`src/rtl/mac_unit.sv`:
```
// Signed multiply-accumulate element for the matrix-multiply processing array.
// Optional registered product stage and optional saturating accumulator.
module mac_unit #(
    parameter int IN_WIDTH    = 8,
    parameter int ACC_WIDTH   = 32,
    parameter bit SATURATE    = 1'b0,
    parameter int PIPE_STAGES = 0
) (
    input  logic                 clk,
    input  logic                 reset,
    input  logic                 enable,
    input  logic [IN_WIDTH-1:0]  a,
    input  logic [IN_WIDTH-1:0]  b,
    output logic [ACC_WIDTH-1:0] acc
);

    localparam int PROD_WIDTH = 2 * IN_WIDTH;

    logic signed [PROD_WIDTH-1:0] a_ext;
    logic signed [PROD_WIDTH-1:0] b_ext;
    logic signed [PROD_WIDTH-1:0] prod_now;
    logic signed [ACC_WIDTH-1:0]  add_term;
    logic                         add_en;
    logic signed [ACC_WIDTH:0]    sum_wide;
    logic [ACC_WIDTH-1:0]         acc_next;

    // Operands are widened first so the multiply is full precision.
    assign a_ext    = PROD_WIDTH'($signed(a));
    assign b_ext    = PROD_WIDTH'($signed(b));
    assign prod_now = a_ext * b_ext;

    generate
        if (PIPE_STAGES == 1) begin : g_pipe
            logic signed [PROD_WIDTH-1:0] prod_reg;
            logic                         en_dly;

            always_ff @(posedge clk or posedge reset) begin
                if (reset) begin
                    prod_reg <= '0;
                    en_dly   <= 1'b0;
                end else begin
                    prod_reg <= prod_now;
                    en_dly   <= enable;
                end
            end

            assign add_term = ACC_WIDTH'(prod_reg);
            assign add_en   = en_dly;
        end else begin : g_direct
            assign add_term = ACC_WIDTH'(prod_now);
            assign add_en   = enable;
        end
    endgenerate

    // One guard bit exposes signed overflow for the saturating variant.
    assign sum_wide = {acc[ACC_WIDTH-1], acc} + {add_term[ACC_WIDTH-1], add_term};

    always_comb begin
        acc_next = sum_wide[ACC_WIDTH-1:0];
        if (SATURATE && (sum_wide[ACC_WIDTH] != sum_wide[ACC_WIDTH-1])) begin
            if (sum_wide[ACC_WIDTH])
                acc_next = {1'b1, {(ACC_WIDTH-1){1'b0}}};
            else
                acc_next = {1'b0, {(ACC_WIDTH-1){1'b1}}};
        end
    end

    always_ff @(posedge clk or posedge reset) begin
        if (reset)
            acc <= '0;
        else if (add_en)
            acc <= acc_next;
    end

endmodule

```
`config.mk`:
```
export PLATFORM = sky130hd
export DESIGN_NAME = mac_unit
export DESIGN_NICKNAME = d
export VERILOG_FILES = /design/src/rtl/mac_unit.sv
export SDC_FILE = /design/constraint.sdc
export NUM_CORES = 1
export LEC_CHECK = 0
export ABC_AREA = 1
export CAP_MARGIN = 20
export CORE_MARGIN = 5
export CORE_UTILIZATION = 55
export CTS_CLUSTER_DIAMETER = 60
export CTS_CLUSTER_SIZE = 14
export DETAILED_ROUTE_END_ITERATION = 8
export PLACE_DENSITY = 0.75
export SLEW_MARGIN = 20
export SYNTH_ARGS = -nofsm -noshare
export SYNTH_HDL_FRONTEND = slang
export SYNTH_SLANG_ARGS = --single-unit
```
`constraint.sdc`:
```
create_clock -name clk -period 6.5 [get_ports clk]
set_input_delay 1.3 -clock clk [delete_from_list [all_inputs] [get_ports clk]]
set_output_delay 1.3 -clock clk [all_outputs]
set_load 0.005 [all_outputs]
```
### Word level (Yosys, flattened, before mapping)

Cells that the tools add are included.

| cells by class | value |
|---|---|
| $add $sub $neg | 1 |
| $mul | 1 |

Operators with widths:

| operator | count |
|---|---|
| $add A32 B16 Y32 | 1 |
| $mul A8 B8 Y16 | 1 |

| storage, ports and cells | value |
|---|---|
| register bits | 32 |
| bits of input ports | 19 |
| output and inout port bits | 32 |
| word-level logic and storage cells | 3 |

### Logic depth before layout (Yosys ltp)

| logic depth | value |
|---|---|
| depth in word-level cells | 2 |
| gate-level depth with buffers | 23 |
| depth with buffers taken out | 22 |

### Least setup slack after synthesis

No wires, ideal clock.

| path | value |
|---|---|
| path type | input-to-reg |
| from | input port b[0] |
| to | register acc[16] |
| setup time | 118 ps |
| arrival | 5954 ps |
| required time | 6382 ps |
| path slack | 428 ps |
| stages | 18 |
| path buffers | 1 |
| path through | clkbuf_1 > nand2_1 > inv_1 > fa_1 > fa_1 > fa_1 > fa_1 > ha_1 > ha_1 > nand2_1 > inv_1 > a21oi_1 > nand2_1 > nand2_1 > nand2_1 > nor2_1 > nand3b_1 > nand2_1 |

| between the ends | value |
|---|---|
| cells in the longest elaborated chain, start to end | 2 |

RTL lines:

| what | RTL line | text |
|---|---|---|
| start: declaration | 13 | `input logic [IN_WIDTH-1:0] b,` |
| $mul A8 B8 Y16 | 30 | `assign prod_now = a_ext * b_ext;` |
| $add A32 B16 Y32 | 56 | `assign sum_wide = {acc[ACC_WIDTH-1], acc} + {add_term[ACC_WIDTH-1], add_term};` |
| end signal: assignment | 72 | `acc <= acc_next;` |
| end: declaration | 14 | `output logic [ACC_WIDTH-1:0] acc` |

No other way between the ends.
A chain may end at the register's enable or synchronous reset.

### Final worst setup path

| path | value |
|---|---|
| from | input port b[1] |
| to | register acc[23] |

The elaborated chain is that of the path after synthesis.

==> out/summary.txt <==
Clk_lat worst skew: 290 ps
CTS sink count: 32
CTS tree: done
WP data arrival: 6160 ps
Yosys reg bits: 32
Met3 WL: 650 um
Synth async-reset ratio: 100%
Crit. End Element: register
First-pass GRT wire length: 31300 um
DRC viols: 0
DRT Wirelength: 18200 um
Worst EP required: 6670 ps
Largest net degree at the start of global routing: 33
Number of routed nets with antenna violations: 0
Total congestion overflow: 0
Hold_buf cts: 0
Rel. slew slack: 63.7%
RSZ-0062 raised after global routing: no
Slew @ Worst Pin: 542 ps
Non-Filler Instances: 1172
Vias: 5971
Crit Path Category: in -> reg
Synth Cell Area: 7320 um2
TritonRoute pass-1 iters: 5
Post-CTS setup buffer count: 0
Tot GR Track Use: 24.8%
Syn Inst Count: 927
Antenna diodes: 0
Met1 WL: 7810 um
H-tree Lvls: 2
Cell taking the most area after synthesis: fa_1
Worst Clk Skew: 10.7 ps
Worst hold path type: reg -> reg
Crit path max fanout: 21
Post-synth top area share: 37.2%
# fillers: 1187
Syn. warnings: 0
Top cells by area, synth: fa_1, nand2_1, ha_1
Die height: 125 um
Crit path time final: 5990 ps
Final hold viol count: 0
# port buffers: 50
Layout area overhead: 15.1%
Initial drt markers: 262
Most common flop cell mapped by yosys: dfrtp_1
Top Registers: acc x32
Max FFs per register: 32
Syn avg cell area: 7.89 um2
DR top layer: met4
Starting Density: 55.7%
Count of cell types in the netlist: 29
Number of synthesized flops with an enable pin: 0
Startpoint Class: primary input
Number of global-route vias before repair: 6363
Total Nets Final: 1220
Post_cts resized: 0
Number of cell rows: 42
Setup Viol. Count Final: 0
Die area: 15700 um2
Status: completed
Worst-path clk slew: 60 ps
HPWL after DPL: 15700 um
I/O pin count: 51
Most flops, register: acc
Share of cells above drive strength 1: 6.73%
Metal2 WL: 9140 um
Placed cell count: 1164
Max-cap viol count: 0
Final worst path period share: 92.1%
CORE AREA: 13100 um2
Vias per cell: 5.09
TritonCTS Buffers: 5
Initial antenna violation count: 0
Clk buf depth: 2
Syn Nets: 1152
Slew Limit Fails: 0
Post-DR wirelength/cell: 15.5 um
FMAX: 0.167 GHz
Clock root buffer: clkbuf_16
Sequential fraction of the synthesis area: 10.9%
DIE WIDTH: 125 um
Post-Route Setup TNS: 0 ps
RD Place Congestion: 1.01
[synthesized netlist by cell type, drive strengths merged, types with 2 or more instances]
master	n
nand2	283
inv	210
fa	136
ha	70
nand3	51
nor2	38
dfrtp	32
a21oi	21
o21ai	21
clkbuf	18
nand4	13
xnor2	9
nor3	6
and2	4
nand3b	4
buf	3
o21bai	3
clkinv	2
or2	2
[area by class of cell]
cell class	instances	area, um2	share of cell area, %
multi-input cells	662	5630	66.9
well taps	176	220	2.61
clock inverters	3	42.5	0.505
inverters	212	796	9.45
flip-flops and latches	32	801	9.51
clock buffers	5	125	1.49
repair buffers	82	803	9.54
[layout by cell type, fill, tap and decap left out]
master and n:
nand2_1 276, inv_1 205, fa_1 136, ha_1 70, clkdlybuf4s50_1 50, nand3_1 48
dfrtp_1 32, nor2_1 29, buf_4 27, o21ai_0 20, a21oi_1 19, nand4_1 13
xnor2_1 9, nand2_2 7, nor2_2 6, nor3_1 6, inv_2 5, clkbuf_16 5
buf_12 5, and2_1 4, nand3b_1 4, o21bai_1 3, nand3_2 3, nor2_4 3
clkinv_1 2, a21oi_2 2, or2_2 1, a21o_1 1, o21ai_1 1, or2_1 1
clkinv_2 1, clkinvlp_4 1, bufinv_16 1
[kinds of logic (layout without fill, tap and decap cells)]
kind of cell | after synthesis | after routing | share of synthesized area, %
compound gates | 46 | 46 | 3.39
xor+xnor | 9 | 9 | 1.08
fa+ha+maj | 206 | 206 | 49.2
buf+inv | 233 | 302 | 12.1
flops | 32 | 32 | 10.9
simple gates | 401 | 401 | 23.4
[layer usage]
layer	vias to the layer above	track usage (%)
met5	-	0
met1	2888	32.4
met3	40	2.05
li1	2901	-
met2	142	44.1
met4	0	7.46
[stage by stage]
step	util [%]	hold WS [ps]	instance area (um2)	setup slack (ps)
finish	64.1	509	8420	513
global route	64.1	558	8420	108
CTS	64.1	520	8420	520
detailed placement	62.8	506	8250	226
global placement	62.8	495	8250	216
floorplan	-	493	7320	428
[worst paths after layout]
path | depth (start not counted) | slack, ps | end | start
min in group asynchronous | 3 | 1430 | acc[18] | reset
max in group asynchronous | 3 | 4740 | acc[10] | reset
max | 19 | 510 | acc[23] | b[1]
max reg2reg | 18 | 2010 | acc[25] | acc[6]
min | 2 | 510 | acc[0] | acc[0]
min reg2reg | 2 | 510 | acc[0] | acc[0]
[critical path: stages]
cell and delay, ps:
clkdlybuf4s50_1 610, nand2_1 150, inv_1 180, buf_12 230
fa_1 460, fa_1 520, fa_1 590, fa_1 430
ha_1 290, ha_1 370, nand2_1 140, inv_1 120
nand2_1 140, nor2_4 160, nand4_1 110, nand3_1 110
nand2_1 60, nand3_1 120, nand2_1 60
Power is not shown: default switching activity piles up to over one toggle a cycle in this logic, so the estimate is an artifact.
